$ cat src/rtl/wb_pkg.sv
// wb_pkg: default widths and the result payload type shared by the writeback arbiter.
package wb_pkg;
  localparam int WB_NUM_FU = 5;
  localparam int WB_DATA_W = 32;
  localparam int WB_ROB_W = 4;
  localparam int WB_DEST_W = 3;
  localparam int WB_CTRL_W = 6;
  typedef struct packed {
    logic [WB_DATA_W-1:0] data;
    logic [WB_ROB_W-1:0] rob;
    logic [WB_DEST_W-1:0] dest;
    logic [WB_CTRL_W-1:0] ctrl;
  } payload_t;
endpackage

$ cat src/rtl/wb_if.sv
// wb_if: functional-unit request side and writeback output side of the arbiter.
interface wb_if #(
  parameter int NUM_FU = wb_pkg::WB_NUM_FU,
  parameter int DATA_WIDTH = wb_pkg::WB_DATA_W,
  parameter int ROB_SIZE = wb_pkg::WB_ROB_W,
  parameter int DEST_REG_SIZE = wb_pkg::WB_DEST_W,
  parameter int CTRL_WIDTH = wb_pkg::WB_CTRL_W
);
  logic [NUM_FU-1:0] req_valid;
  logic [NUM_FU*DATA_WIDTH-1:0] req_data;
  logic [NUM_FU*ROB_SIZE-1:0] req_rob;
  logic [NUM_FU*DEST_REG_SIZE-1:0] req_dest;
  logic [NUM_FU*CTRL_WIDTH-1:0] req_ctrl;
  logic flush;
  logic out_ready;
  logic [NUM_FU-1:0] grant;
  logic out_valid;
  logic [DATA_WIDTH-1:0] out_data;
  logic [ROB_SIZE-1:0] out_rob;
  logic [DEST_REG_SIZE-1:0] out_dest;
  logic [CTRL_WIDTH-1:0] out_ctrl;
  logic out_nop;
  modport master (
    output req_valid, req_data, req_rob, req_dest, req_ctrl, flush, out_ready,
    input grant, out_valid, out_data, out_rob, out_dest, out_ctrl, out_nop
  );
  modport slave (
    input req_valid, req_data, req_rob, req_dest, req_ctrl, flush, out_ready,
    output grant, out_valid, out_data, out_rob, out_dest, out_ctrl, out_nop
  );
endinterface

$ cat src/rtl/wb_rr_pick.sv
// wb_rr_pick: one-hot pick of the first set request at or above start, wrapping to index 0.
module wb_rr_pick #(
  parameter int N = 5,
  parameter int PW = 3
) (
  input  logic [N-1:0]  req,
  input  logic [PW-1:0] start,
  output logic [N-1:0]  grant
);
  logic [N-1:0] hi;
  always_comb begin
    hi = req & ({N{1'b1}} << start);
    grant = |hi ? hi & -hi : req & -req;
  end
endmodule

$ cat src/rtl/wb_arbiter.sv
// wb_arbiter: grants one functional-unit result per cycle into a registered writeback slot.
// Define WB_RR_EN for round-robin selection; otherwise the lowest requesting index wins.
module wb_arbiter import wb_pkg::*; #(
  parameter int NUM_FU = WB_NUM_FU,
  parameter int DATA_WIDTH = WB_DATA_W,
  parameter int ROB_SIZE = WB_ROB_W,
  parameter int DEST_REG_SIZE = WB_DEST_W,
  parameter int CTRL_WIDTH = WB_CTRL_W
) (
  input logic clk,
  input logic reset,
  wb_if.slave bus
);
  localparam int PW = NUM_FU > 1 ? $clog2(NUM_FU) : 1;
  typedef struct packed {
    logic [DATA_WIDTH-1:0] data;
    logic [ROB_SIZE-1:0] rob;
    logic [DEST_REG_SIZE-1:0] dest;
    logic [CTRL_WIDTH-1:0] ctrl;
  } slot_t;
  logic [NUM_FU-1:0] pick, grant;
  logic free;
  logic [PW-1:0] ptr_d, ptr_q;
  logic out_valid_d, out_valid_q;
  slot_t sel, slot_d, slot_q;
  logic [15:0] stall_cnt_d, stall_cnt_q;
`ifdef WB_RR_EN
  logic [PW-1:0] nxt;
`endif
  wb_rr_pick #(.N(NUM_FU), .PW(PW)) u_pick (.req(bus.req_valid), .start(ptr_q), .grant(pick));
  always_comb begin
    free = (~out_valid_q | bus.out_ready) & ~bus.flush & ~reset;
    grant = free ? pick : '0;
    sel = '0;
    for (int i = 0; i < NUM_FU; i++)
      sel = grant[i] ? {bus.req_data[i*DATA_WIDTH +: DATA_WIDTH], bus.req_rob[i*ROB_SIZE +: ROB_SIZE],
                        bus.req_dest[i*DEST_REG_SIZE +: DEST_REG_SIZE], bus.req_ctrl[i*CTRL_WIDTH +: CTRL_WIDTH]} : sel;
    // a held entry survives only while downstream stalls and nothing flushes it
    out_valid_d = |grant | (out_valid_q & ~bus.out_ready & ~bus.flush);
    slot_d = |grant ? sel : slot_q;
`ifdef WB_RR_EN
    nxt = '0;
    for (int i = 0; i < NUM_FU; i++)
      nxt = grant[i] ? PW'((i + 1) % NUM_FU) : nxt;
    ptr_d = |grant ? nxt : ptr_q;
`else
    ptr_d = '0;
`endif
    stall_cnt_d = (|bus.req_valid & ~|grant & ~&stall_cnt_q) ? stall_cnt_q + 16'd1 : stall_cnt_q;
  end
  always_ff @(posedge clk) begin
    if (reset) begin
      out_valid_q <= 1'b0;
      slot_q <= '0;
      ptr_q <= '0;
      stall_cnt_q <= '0;
    end else begin
      out_valid_q <= out_valid_d;
      slot_q <= slot_d;
      ptr_q <= ptr_d;
      stall_cnt_q <= stall_cnt_d;
    end
  end
  assign bus.grant = grant;
  assign bus.out_valid = out_valid_q;
  assign bus.out_data = slot_q.data;
  assign bus.out_rob = slot_q.rob;
  assign bus.out_dest = slot_q.dest;
  assign bus.out_ctrl = slot_q.ctrl;
  assign bus.out_nop = ~out_valid_q;
endmodule
$ cat src/flat_wrapper.sv
// flat-port wrapper written by rule: the top's interface ports become plain ports
module wb_arbiter_flat import wb_pkg::*;
#(
  parameter int NUM_FU = WB_NUM_FU,
  parameter int DATA_WIDTH = WB_DATA_W,
  parameter int ROB_SIZE = WB_ROB_W,
  parameter int DEST_REG_SIZE = WB_DEST_W,
  parameter int CTRL_WIDTH = WB_CTRL_W
)
  (clk, reset, bus_req_valid, bus_req_data, bus_req_rob, bus_req_dest, bus_req_ctrl, bus_flush, bus_out_ready, bus_grant, bus_out_valid, bus_out_data, bus_out_rob, bus_out_dest, bus_out_ctrl, bus_out_nop);
  wb_if #(.NUM_FU(NUM_FU), .DATA_WIDTH(DATA_WIDTH), .ROB_SIZE(ROB_SIZE), .DEST_REG_SIZE(DEST_REG_SIZE), .CTRL_WIDTH(CTRL_WIDTH)) bus_i ();
  input logic clk;
  input logic reset;
  input wire logic [$bits(bus_i.req_valid)-1:0] bus_req_valid;
  input wire logic [$bits(bus_i.req_data)-1:0] bus_req_data;
  input wire logic [$bits(bus_i.req_rob)-1:0] bus_req_rob;
  input wire logic [$bits(bus_i.req_dest)-1:0] bus_req_dest;
  input wire logic [$bits(bus_i.req_ctrl)-1:0] bus_req_ctrl;
  input wire logic [$bits(bus_i.flush)-1:0] bus_flush;
  input wire logic [$bits(bus_i.out_ready)-1:0] bus_out_ready;
  output wire logic [$bits(bus_i.grant)-1:0] bus_grant;
  output wire logic [$bits(bus_i.out_valid)-1:0] bus_out_valid;
  output wire logic [$bits(bus_i.out_data)-1:0] bus_out_data;
  output wire logic [$bits(bus_i.out_rob)-1:0] bus_out_rob;
  output wire logic [$bits(bus_i.out_dest)-1:0] bus_out_dest;
  output wire logic [$bits(bus_i.out_ctrl)-1:0] bus_out_ctrl;
  output wire logic [$bits(bus_i.out_nop)-1:0] bus_out_nop;
  assign bus_i.req_valid = bus_req_valid;
  assign bus_i.req_data = bus_req_data;
  assign bus_i.req_rob = bus_req_rob;
  assign bus_i.req_dest = bus_req_dest;
  assign bus_i.req_ctrl = bus_req_ctrl;
  assign bus_i.flush = bus_flush;
  assign bus_i.out_ready = bus_out_ready;
  assign bus_grant = bus_i.grant;
  assign bus_out_valid = bus_i.out_valid;
  assign bus_out_data = bus_i.out_data;
  assign bus_out_rob = bus_i.out_rob;
  assign bus_out_dest = bus_i.out_dest;
  assign bus_out_ctrl = bus_i.out_ctrl;
  assign bus_out_nop = bus_i.out_nop;
  wb_arbiter #(.NUM_FU(NUM_FU), .DATA_WIDTH(DATA_WIDTH), .ROB_SIZE(ROB_SIZE), .DEST_REG_SIZE(DEST_REG_SIZE), .CTRL_WIDTH(CTRL_WIDTH)) u_core (.clk(clk), .reset(reset), .bus(bus_i));
endmodule
$ cat config.mk
export PLATFORM = sky130hd
export DESIGN_NAME = wb_arbiter_flat
export DESIGN_NICKNAME = d
export VERILOG_FILES = /design/src/rtl/wb_pkg.sv /design/src/rtl/wb_if.sv /design/src/rtl/wb_rr_pick.sv /design/src/rtl/wb_arbiter.sv /design/src/flat_wrapper.sv
export SDC_FILE = /design/constraint.sdc
export NUM_CORES = 1
export LEC_CHECK = 0
export ABC_AREA = 1
export CAP_MARGIN = 20
export CORE_ASPECT_RATIO = 0.8
export CORE_MARGIN = 10
export CORE_UTILIZATION = 32
export DETAILED_ROUTE_END_ITERATION = 12
export HOLD_SLACK_MARGIN = 0.05
export MAX_ROUTING_LAYER = met4
export PLACE_DENSITY_LB_ADDON = 0.25
export RECOVER_POWER = 50
export SLEW_MARGIN = 20
export SYNTH_ARGS = -nofsm -noshare
export SYNTH_HDL_FRONTEND = slang
export SYNTH_SLANG_ARGS = --single-unit
$ cat constraint.sdc
create_clock -name clk -period 1.72 [get_ports clk]
set_input_delay 0.172 -clock clk [delete_from_list [all_inputs] [get_ports clk]]
set_output_delay 0.172 -clock clk [all_outputs]
set_load 0.05 [all_outputs]
======== Word level (Yosys, flattened, before mapping) ========
Cells that the tools add are included.
storage, ports and cells
  bits in registers ....................... 46
  bits of input ports ..................... 234
  output and inout port bits .............. 52
  word-level logic and storage cells ...... 24
operators by class
  add/sub/neg operators ................... 1
  multiplexer cells ....................... 6
  bitwise logic cells ..................... 11
  reductions and logical operators ........ 1
operators with widths
  operator            count
  two-way mux 45 bit  5
  AND 5 bit           1
  two-way mux 5 bit   1
  negator 5 bit       1
  OR reduction 5 bit  1
  AND 1 bit           4
  NOT 1 bit           4
  bitwise OR 1 bit    2

======== Depth between registers and ports, before layout ========
Gate-level depths: netlist of the first run.
  depth in word-level cells ............... 10
  depth in mapped cells ................... 11
  gate-level depth less buffers ........... 10

======== By module ========
From an unflattened synthesis of the first run, not the netlist that was laid out.
unflattened totals
  cell total of the unflattened synthesis .. 953
  area, all modules ....................... 5,166.2 um^2
by module, submodules not included
  module      instances  cells each  area an instance (um^2)  sequential area each (um^2)
  wb_arbiter  1          916         4,963.5                  920.9
  wb_rr_pick  1          37          202.7                    0.0

======== Least setup slack after synthesis of the first run ========
OpenSTA, ideal clock, no wires.
  kind .................................... register -> register
  from .................................... reg u_core.out_valid_q, in the netlist u_core.bus.out_valid
  to ...................................... reg u_core.slot_q (netlist bit u_core.bus.out_data[13])
  arrival ................................. 1.869 ns
  slack ................................... -0.213 ns
  cell stages (with the launch flop) ...... 9
  clock period less this slack ............ 1.933 ns
  path through ............................ dfxtp_1 > nand2_1 > nand2_4 > nor2_2 > buf_1 > nand2_1 > nand2_1 > nor2_1 > nand4_1
on the way
  word-level cells in the longest chain between the ends .. 10
  elaborated cells on any way between the ends .. 11
  classes of those cells .................. 6 x mux; 4 x bitwise; 1 x reduce/logical
RTL lines
  item                              line                text
  from (decl)                       wb_arbiter.sv:24    logic out_valid_d, out_valid_q;
  from (signal assigned)            wb_arbiter.sv:58    out_valid_q <= out_valid_d;
  NOT 1 bit *                       wb_arbiter.sv:32    free = (~out_valid_q | bus.out_ready) & ~bus.flush & ~reset;
  bitwise OR 1 bit *                wb_arbiter.sv:32
  AND 1 bit * (2 in series)         wb_arbiter.sv:32
  two-way mux 5 bit *               wb_arbiter.sv:33    grant = free ? pick : '0;
  via bus_grant[0]                  flat_wrapper.sv:21  output wire logic [$bits(bus_i.grant)-1:0] bus_grant;
  two-way mux 45 bit (5 in series)  wb_arbiter.sv:36    sel = grant[i] ? {bus.req_data[i*DATA_WIDTH +: DATA_WIDTH], bus.req_rob[i*ROB_SIZE +: ROB_SIZE],
  to (signal assigned)              wb_arbiter.sv:59    slot_q <= slot_d;
  to (decl)                         wb_arbiter.sv:25    slot_t sel, slot_d, slot_q;
The timed path passes the listed nets; every way through them passes the cells marked *.
A chain may end at the register's enable or synchronous reset.

======== Worst setup path after layout of the first run ========
  from .................................... in bus_flush
  to ...................................... out bus_grant[2]
on the way
  word-level cells in the longest chain between the ends .. 4
RTL lines
  item                     line                text
  from (decl)              flat_wrapper.sv:19  input wire logic [$bits(bus_i.flush)-1:0] bus_flush;
  NOT 1 bit                wb_arbiter.sv:32
  AND 1 bit (2 in series)  wb_arbiter.sv:32
  two-way mux 5 bit        wb_arbiter.sv:33
  to (decl)                flat_wrapper.sv:21
No other way between the ends.

==> results of run 1 <==
-- registers in the layout, summed over array words and instances (netlist names) --
name                  count
u_core.bus.out_ctrl       6
u_core.bus.out_data      32
u_core.bus.out_dest       3
u_core.bus.out_rob        4
u_core.bus.out_valid      1
-- layout make-up --
type	count	area, um^2
clock inverters	1	30.0
flip-flops and latches	46	922
inverters	83	319
clock buffers	7	133
repair buffers	323	3190
multi-input cells	457	2060
well taps	140	175
fillers	938	3620
-- routing by layer --
metal / vias to the layer above / routed length (um) / track usage
li1: 2548 / - / -
met1: 2330 / 7180 / 0.247
met2: 215 / 9360 / 0.393
met3: 20 / 1510 / 0.0721
met4: 0 / 295 / 0.0517
met5: - / 0 / -
-- worst paths after layout --
check	to	slack, ns	depth (start not counted)
worst max-delay path	bus_grant[2]	0.05	7
worst min-delay path	u_core.bus.out_valid	0.30	3
worst max register to register	u_core.bus.out_data[18]	0.21	10
worst min register to register	u_core.bus.out_data[21]	0.51	2
-- logic make-up (layout without fill, tap and decap cells) --
logic type	Yosys count	in the layout
buffers and inverters	121	414
AND/OR/NAND/NOR	409	409
flip-flops	46	46
AO/OA/AOI/OAI	48	48
-- what timing repair did --
action	4_1_cts	5_1_grt
gates resized for setup	2	4
hold buffers	0	0
pin swaps	0	2
buffers inserted	0	8
setup endpoints to repair	2	5
cloned	0	2
-- where the power goes --
group          total (mW)  switching, mW  internal, mW  leakage, nW
clock                1.11          0.422         0.688       0.0781
sequential           1.19         0.0449          1.15        0.379
combinational        1.45          0.730         0.724         2.63
-- cells in the mapped netlist (all sizes together) --
cell | number | area [um^2]
a21boi | 1 | 7.51
clkinv | 1 | 5.00
nand2 | 189 | 722
nand4 | 34 | 213
clkbuf | 7 | 26.3
nor3 | 6 | 30.0
o31ai | 1 | 7.51
dfxtp | 46 | 921
inv | 82 | 308
buf | 31 | 169
o21ai | 1 | 8.76
a21oi | 45 | 225
nand3 | 85 | 438
nor2 | 95 | 394
-- worst reg2reg max path: cells and delay by family (launching register included) --
family                 cells  cell delay (ns)
flip-flops                 1             0.33
AND/OR/NAND/NOR            7             0.57
buffers and inverters      3             0.56
-- metrics by stage --
step	util	worst slack [ns]	instances
floorplan	-	0.0156	624
global placement	0.636	-0.0426	1039
detailed placement	0.636	-0.0831	1039
CTS	0.652	0.0357	1047
global route	0.653	0.00332	1057
finish	0.653	0.0485	1057
==> impl_metrics.ini, run 1 <==
[outcome]
status = finished, final reports clean

[yosys]
synthAdderAreaFrac = 0
synth_cell_types = 23
synth_xor_area_frac = 0
syn_nets = 858
muxShareOfSynthArea = 0
post_synth.cell_area_avg_um2 = 5.57
synth_area_um2 = 3470
synth_compound_area_frac = 0.0717
syn_inst = 624
ys_seq_area_frac = 0.265
synth_top_family_by_area = simple AND/OR/NAND/NOR gates
yosysWarningCount = 0
synth-seq-cells = 46
synth-simple-area-share = 0.517

[hold_path]
hp-class = input port to flop
hold_start = reset

[critical_path]
cp.required_ns = 1.55
end_kind = output port
crit_type = input port to output port
slowest_stage = clkdlybuf4s50_1
path_max_fanout = 19
cp.arrival_ns = 1.50
max_stage_delay_ns = 0.47
critPathLaunchType = input port
worstPathCellList = clkdlybuf4s50_1, nor2_4, nand2_4, buf_12, nor2_4, buf_12, buf_12
cpLargestDelayFamily = buffers and inverters
rr_startpoint = u_core.bus.out_valid
worst-path-buf-inv = 4
critPathLaunch = bus_flush
worst_path_most_repeated_cell = buf_12

[global_routing]
grt_pass1_vias = 5098
grt_pass1_wl_um = 27400
grt-ovfl-total = 0
track_usage = 0.227
grt_max_degree = 44
grt_antenna_before_repair = 0

[sta]
finalCriticalPeriod_ns = 1.67
setup_viol_count_final = 0
max_slew.worst_pin.slew_ns = 0.679
fin_crit_sh = 0.972
slew_viol_final = 0
relSlewSlack = 0.549
rsz0062_at_grt = false
max_clock_freq_mhz = 598
skew_ns = 0.00647
whs_ns = 0.303
setup_tns_ns = 0
hold_viol = 0

[floorplanning]
die_area_um2 = 15500
start_util = 0.333
fp.dieW_um = 137
fp.dieH_um = 113
ios = 286
num_rows = 33
design.core.area_um2 = 10400

[cells_and_area]
areaGrowthSynthToFinish_pct = 96.5
n_antenna_cell = 0
drive_gt1_frac = 0.0742
final_cell_mix = clkdlybuf4s50_1 (251), nand2_1 (185), nor2_1 (87), nand3_1 (84), inv_1 (78)
layout_commonest_cell = clkdlybuf4s50_1
final_area_um2 = 6830
fin_nets = 1150

[power]
powerDensity_nw_per_um2 = 550
max-vdd-ir-drop_mv = 0.367
p_leak_nw = 3.09
total_power_mw = 3.76

[clocking]
tritoncts = done
path_clk_slew_ns = 0.06
worstSkewPairLatency_ns = 0.29
htree_levels = 2
cts_buffers = 5
cts.sinks = 46
clock-root-buffer = clkbuf_16
clockBufferDepth = 2

[routing]
vias = 5113
routedWlPerCell_um = 17.4
viasPerCell = 4.84
drt_wl_total_um = 18400
first_iter_violations = 279
ant_nets = 0
drc = 0
first_pass_iters = 5

[placement]
placed_cell_area_um2 = 6640
place.gp.congestion = 0.912
dp_hpwl_um = 14600
port_buffers = 285

[job]
cap_violations = 0
No activity file was read; power rests on OpenSTA's default activity.
==> run 2, diff against run 1 <==
- DONT_BUFFER_PORTS: default -> 1
==> run 2 against run 1 <==
  * Flip-flop and latch count is the same
  * Sequential share of layout area is 7.8 points higher
  * Via count down 15%
  * Routed wire length decreased by 12%
  * Power down 19%
  * Register-to-register slack got worse by 0.07 ns
  * Worst setup slack better by 0.038 ns
  * Critical path depth unchanged
  * Critical endpoint is now bus_grant[4]
  * Sequential power rose by 9%
  * Highest routed layer unchanged
  * Clock power decreased by 8%
  * Cell count fell by 22%
  * Combinational power down 49%
==> impl_metrics.ini, run 2 (same netlist as run 1, synthesis figures left out) <==
[outcome]
status = finished, final reports clean

[sta]
hold_viol = 0
max_slew.worst_pin.slew_ns = 0.717
relSlewSlack = 0.522
skew_ns = 0.00502
fin_crit_sh = 0.949
setup_viol_count_final = 0
rsz0062_at_grt = true
max_clock_freq_mhz = 612
slew_viol_final = 0
setup_slack_ns = 0.0870
finalCriticalPeriod_ns = 1.63
setup_tns_ns = 0

[routing]
vias = 4330
first_pass_iters = 5
first_iter_violations = 477
drt_wl_total_um = 16100
routedWlPerCell_um = 19.6
drc = 0
ant_nets = 0
viasPerCell = 5.28

[critical_path]
critPathLaunchType = flop
cp.arrival_ns = 1.46
cpLargestDelayFamily = buffers and inverters
worst-path-buf-inv = 3
rr_startpoint = u_core.bus.out_valid
critPathLaunch = u_core.bus.out_valid
crit_path_end = bus_grant[4]
slowest_stage = dfxtp_2
worstPathCellList = nand2_1, nand2_4, inv_4, nand2_2, nor2_4, buf_12, buf_6
cp.required_ns = 1.55
max_stage_delay_ns = 0.32
rr_endpoint = u_core.bus.out_data[23]
path_max_fanout = 24
end_kind = output port
r2r_slack_ns = 0.14
cp.depth = 7
r2r_cells = 9
crit_type = flop to output port

[cells_and_area]
n_antenna_cell = 0
layout_commonest_cell = nand2_1
final_cell_mix = nand2_1 (185), nor2_1 (87), nand3_1 (84), inv_1 (78)
fin_nets = 913
areaGrowthSynthToFinish_pct = 24.4
final_util = 0.414
largest_reg_flops = 32
drive_gt1_frac = 0.0853

[global_routing]
grt_pass1_wl_um = 22800
grt_antenna_before_repair = 0
grt_max_degree = 46
track_usage = 0.188
grt_pass1_vias = 4162
grt-ovfl-total = 0

[placement]
post-place-ws_ns = 0.102
dp_hpwl_um = 12300
place.gp.congestion = 0.890
port_buffers = 0

[hold_path]
hp-class = input port to flop

[floorplanning]
fp.dieW_um = 137
num_rows = 33
design.core.area_um2 = 10400
ios = 286
start_util = 0.333
die_area_um2 = 15500
fp.dieH_um = 113

[clocking]
cts.sinks = 46
tritoncts = done
htree_levels = 2
worstSkewPairLatency_ns = 0.29
clock-root-buffer = clkbuf_16
cts_buffers = 5
path_clk_slew_ns = 0.07
clockBufferDepth = 2

[power]
total_power_mw = 3.06
powerDensity_nw_per_um2 = 708
p_leak_nw = 2.09
max-vdd-ir-drop_mv = 0.326

[job]
cap_violations = 0
==> run 2: cell types whose count changed in the layout (fill, tap and decap cells not counted), moves of 2 or more <==
cell	delta
dlygate4sd3_1	+23
buf_12	-11
buf_6	+3
buf_8	+2
clkbuf_1	+3
clkdlybuf4s50_1	-251
dlymetal6s2s_1	-2
buf_4	-6
clkinv_2	+2
==> run 2: what timing repair did <==
item	CTS	global route
endpoints found under the setup margin	2	28
resized for setup	1	13
cloned	0	2
pin swaps	1	3
hold buffers	23	1
buffers inserted	1	6
endpoints found under the hold margin	17	1
==> run 2: power by group <==
| part | total [mW] | switching [mW] | internal [mW] |
|---|---|---|---|
| Clock | 1.02 | 0.440 | 0.578 |
| Sequential | 1.30 | 0.148 | 1.15 |
| Combinational | 0.745 | 0.525 | 0.220 |
==> run 2: per-layer routing <==
metal / GRT usage / vias up / routed length, um
li1: - / 2084 / -
met2: 0.317 / 245 / 7950
met5: - / - / 0
met4: 0.0517 / 0 / 256
met3: 0.0619 / 27 / 1600
met1: 0.208 / 1974 / 6300
==> run 2: how the worst min path moves through the flow <==
stage,slack (ns),to,cells past startpoint,startpoint
finish,0.06,u_core.bus.out_data[22],2,bus_req_data[150]
global route,0.05,u_core.bus.out_data[12],2,bus_req_data[140]
CTS,0.05,u_core.bus.out_data[8],2,bus_req_data[136]
detailed placement,0.28,u_core.bus.out_valid,1,reset
global placement,0.28,u_core.bus.out_valid,1,reset
floorplan,0.27,u_core.bus.out_valid,1,reset
==> run 2: through the flow <==
stage	area [um^2]	hold slack, ns	instances
floorplan	3480	0.268	624
global placement	3930	0.278	779
detailed placement	3930	0.276	779
CTS	4320	0.0501	811
global route	4320	0.0526	820
finish	4320	0.0563	820
==> run 2: cell type report <==
type | instances | area, um^2
Sequential cell | 46 | 922
Tap cell | 140 | 175
Fill cell | 1155 | 6120
Timing Repair Buffer | 85 | 676
Inverter | 83 | 320
Clock inverter | 1 | 5.00
Clock buffer | 7 | 143
Multi-Input combinational cell | 458 | 2080
==> run 3, diff against run 2 <==
- CORE_UTILIZATION: 32 -> 35
- SETUP_SLACK_MARGIN: default -> 0.2
==> run 3 against run 2 <==
  * Register-to-register slack better by 0.10 ns
  * Sequential share of layout area is 1.4 points lower
  * Combinational power is 5.9% higher
  * Utilization is 6.4 points higher
  * Routed wire length is 4.9% higher
  * Highest routed layer unchanged
  * Non-clock buffer count is 15 higher
  * Critical endpoint is now bus_grant[1]
  * Clock power hardly changed
  * Worst setup slack better by 0.12 ns
==> impl_metrics.ini, run 3 (same netlist as run 1, synthesis figures left out) <==
[clocking]
cts_buffers = 5
clock-root-buffer = clkbuf_16
clockBufferDepth = 2
path_clk_slew_ns = 0.07
worstSkewPairLatency_ns = 0.29
tritoncts = done
htree_levels = 2
cts.sinks = 46

[hold_path]
min_path_cells = 2
hp-class = input port to flop
worstHoldEndpoint = u_core.bus.out_data[30]
hold_start = bus_req_data[158]

[placement]
port_buffers = 0
placed_cell_area_um2 = 3900
dp_hpwl_um = 12000
place.gp.congestion = 0.900

[sta]
setup_viol_count_final = 0
fin_crit_sh = 0.878
hold_viol = 0
rsz0062_at_grt = true
relSlewSlack = 0.521
setup_tns_ns = 0
skew_ns = 0.00266
max_slew.worst_pin.slew_ns = 0.719
slew_viol_final = 0
max_clock_freq_mhz = 662
finalCriticalPeriod_ns = 1.51

[critical_path]
slowest_stage = dfxtp_1
crit_type = flop to output port
cp.arrival_ns = 1.34
r2r_cells = 10
end_kind = output port
rr_endpoint = u_core.bus.out_data[16]
cp.required_ns = 1.55
critPathLaunch = u_core.bus.out_valid
max_stage_delay_ns = 0.38
r2r_slack_ns = 0.24
worst-path-buf-inv = 3
critPathLaunchType = flop
path_max_fanout = 9
rr_startpoint = u_core.bus.out_valid
worstPathCellList = nand2_4, nand2_8, inv_8, nand2_1, clkinv_4, buf_6
cpLargestDelayFamily = flip-flops

[routing]
first_pass_iters = 7
drt_wl_total_um = 16900
viasPerCell = 5.36
drc = 0
first_iter_violations = 400
vias = 4453
routedWlPerCell_um = 20.3
ant_nets = 0

[global_routing]
grt_pass1_vias = 4112
track_usage = 0.204
grt_pass1_wl_um = 23000
grt_antenna_before_repair = 0
grt_max_degree = 70
grt-ovfl-total = 0

[job]
cap_violations = 0

[cells_and_area]
final_cell_mix = nand2_1 (185), nor2_1 (84), nand3_1 (84), inv_1 (78), dfxtp_1 (46)
largest_reg_flops = 32
fillers = 999
final_area_um2 = 4610
fin_nets = 928
n_antenna_cell = 0
layout_commonest_cell = nand2_1
drive_gt1_frac = 0.111
areaGrowthSynthToFinish_pct = 32.7

[floorplanning]
design.core.area_um2 = 9650
num_rows = 32
fp.dieW_um = 131
fp.dieH_um = 109
start_util = 0.360
die_area_um2 = 14300
ios = 286

[power]
p_leak_nw = 2.23
powerDensity_nw_per_um2 = 677
max-vdd-ir-drop_mv = 0.299

[outcome]
status = finished, final reports clean
run 3: changes by cell type in the layout (fill, tap and decap cells not counted), moves of 2 or more:
| cell | previous run | this run |
|---|---|---|
| buf_4 | 19 | 23 |
| clkbuf_1 | 32 | 30 |
| nor2_2 | 3 | 5 |
| a21oi_1 | 45 | 41 |
| a21oi_2 | 0 | 4 |
| clkbuf_16 | 6 | 8 |
| nand2_2 | 3 | 1 |
| nor2_1 | 87 | 84 |
| dlygate4sd3_1 | 24 | 28 |
| buf_12 | 4 | 7 |
| buf_6 | 3 | 5 |
run 3: worst max path at each step:
stage                                          to  slack (ns)  cells past startpoint
after floorplan           u_core.bus.out_data[13]        0.22                     10
after global placement    u_core.bus.out_data[23]        0.23                      9
after detailed placement  u_core.bus.out_data[23]        0.19                      9
after CTS                            bus_grant[3]        0.20                      5
after global routing      u_core.bus.out_data[18]        0.12                     10
final                                bus_grant[1]        0.21                      6
run 3: report_power, final:
part,switching (mW),internal (mW)
clock,0.447,0.578
combinational,0.538,0.251
sequential,0.159,1.15
run 3: timing repair:
item | CTS | global route
cloned | 1 | 4
buffers inserted | 9 | 9
resized for setup | 16 | 22
setup endpoints to repair | 6 | 46
hold buffers | 28 | 0
pin swaps | 3 | 12
hold endpoints to repair | 17 | 0
run 3: routing by layer:
metal,up-vias,global-route usage,routed length (um)
met1,2033,0.244,6750
met2,284,0.337,8200
met3,25,0.0551,1660
met5,-,-,0
li1,2111,-,-
met4,0,0.0483,285
run 3: final cells by class:
type,count,area (um^2),area share
Clock inverter,2,11.3,0.00244
Clock buffer,6,139,0.0301
Tap cell,136,170,0.0369
Sequential cell,46,921,0.200
Inverter,83,327,0.0708
Timing Repair Buffer,100,915,0.198
Multi-Input combinational cell,458,2130,0.461
run 3: through the flow:
step	instances	power (mW)	hold slack [ns]	worst slack, ns	util
global placement	772	2.02	0.278	0.225	0.404
global route	831	3.27	0.0688	0.124	0.478
finish	831	3.12	0.0553	0.209	0.478
CTS	818	3.14	0.0502	0.201	0.465
detailed placement	772	2.03	0.277	0.186	0.404
floorplan	624	1.84	0.265	0.225	-
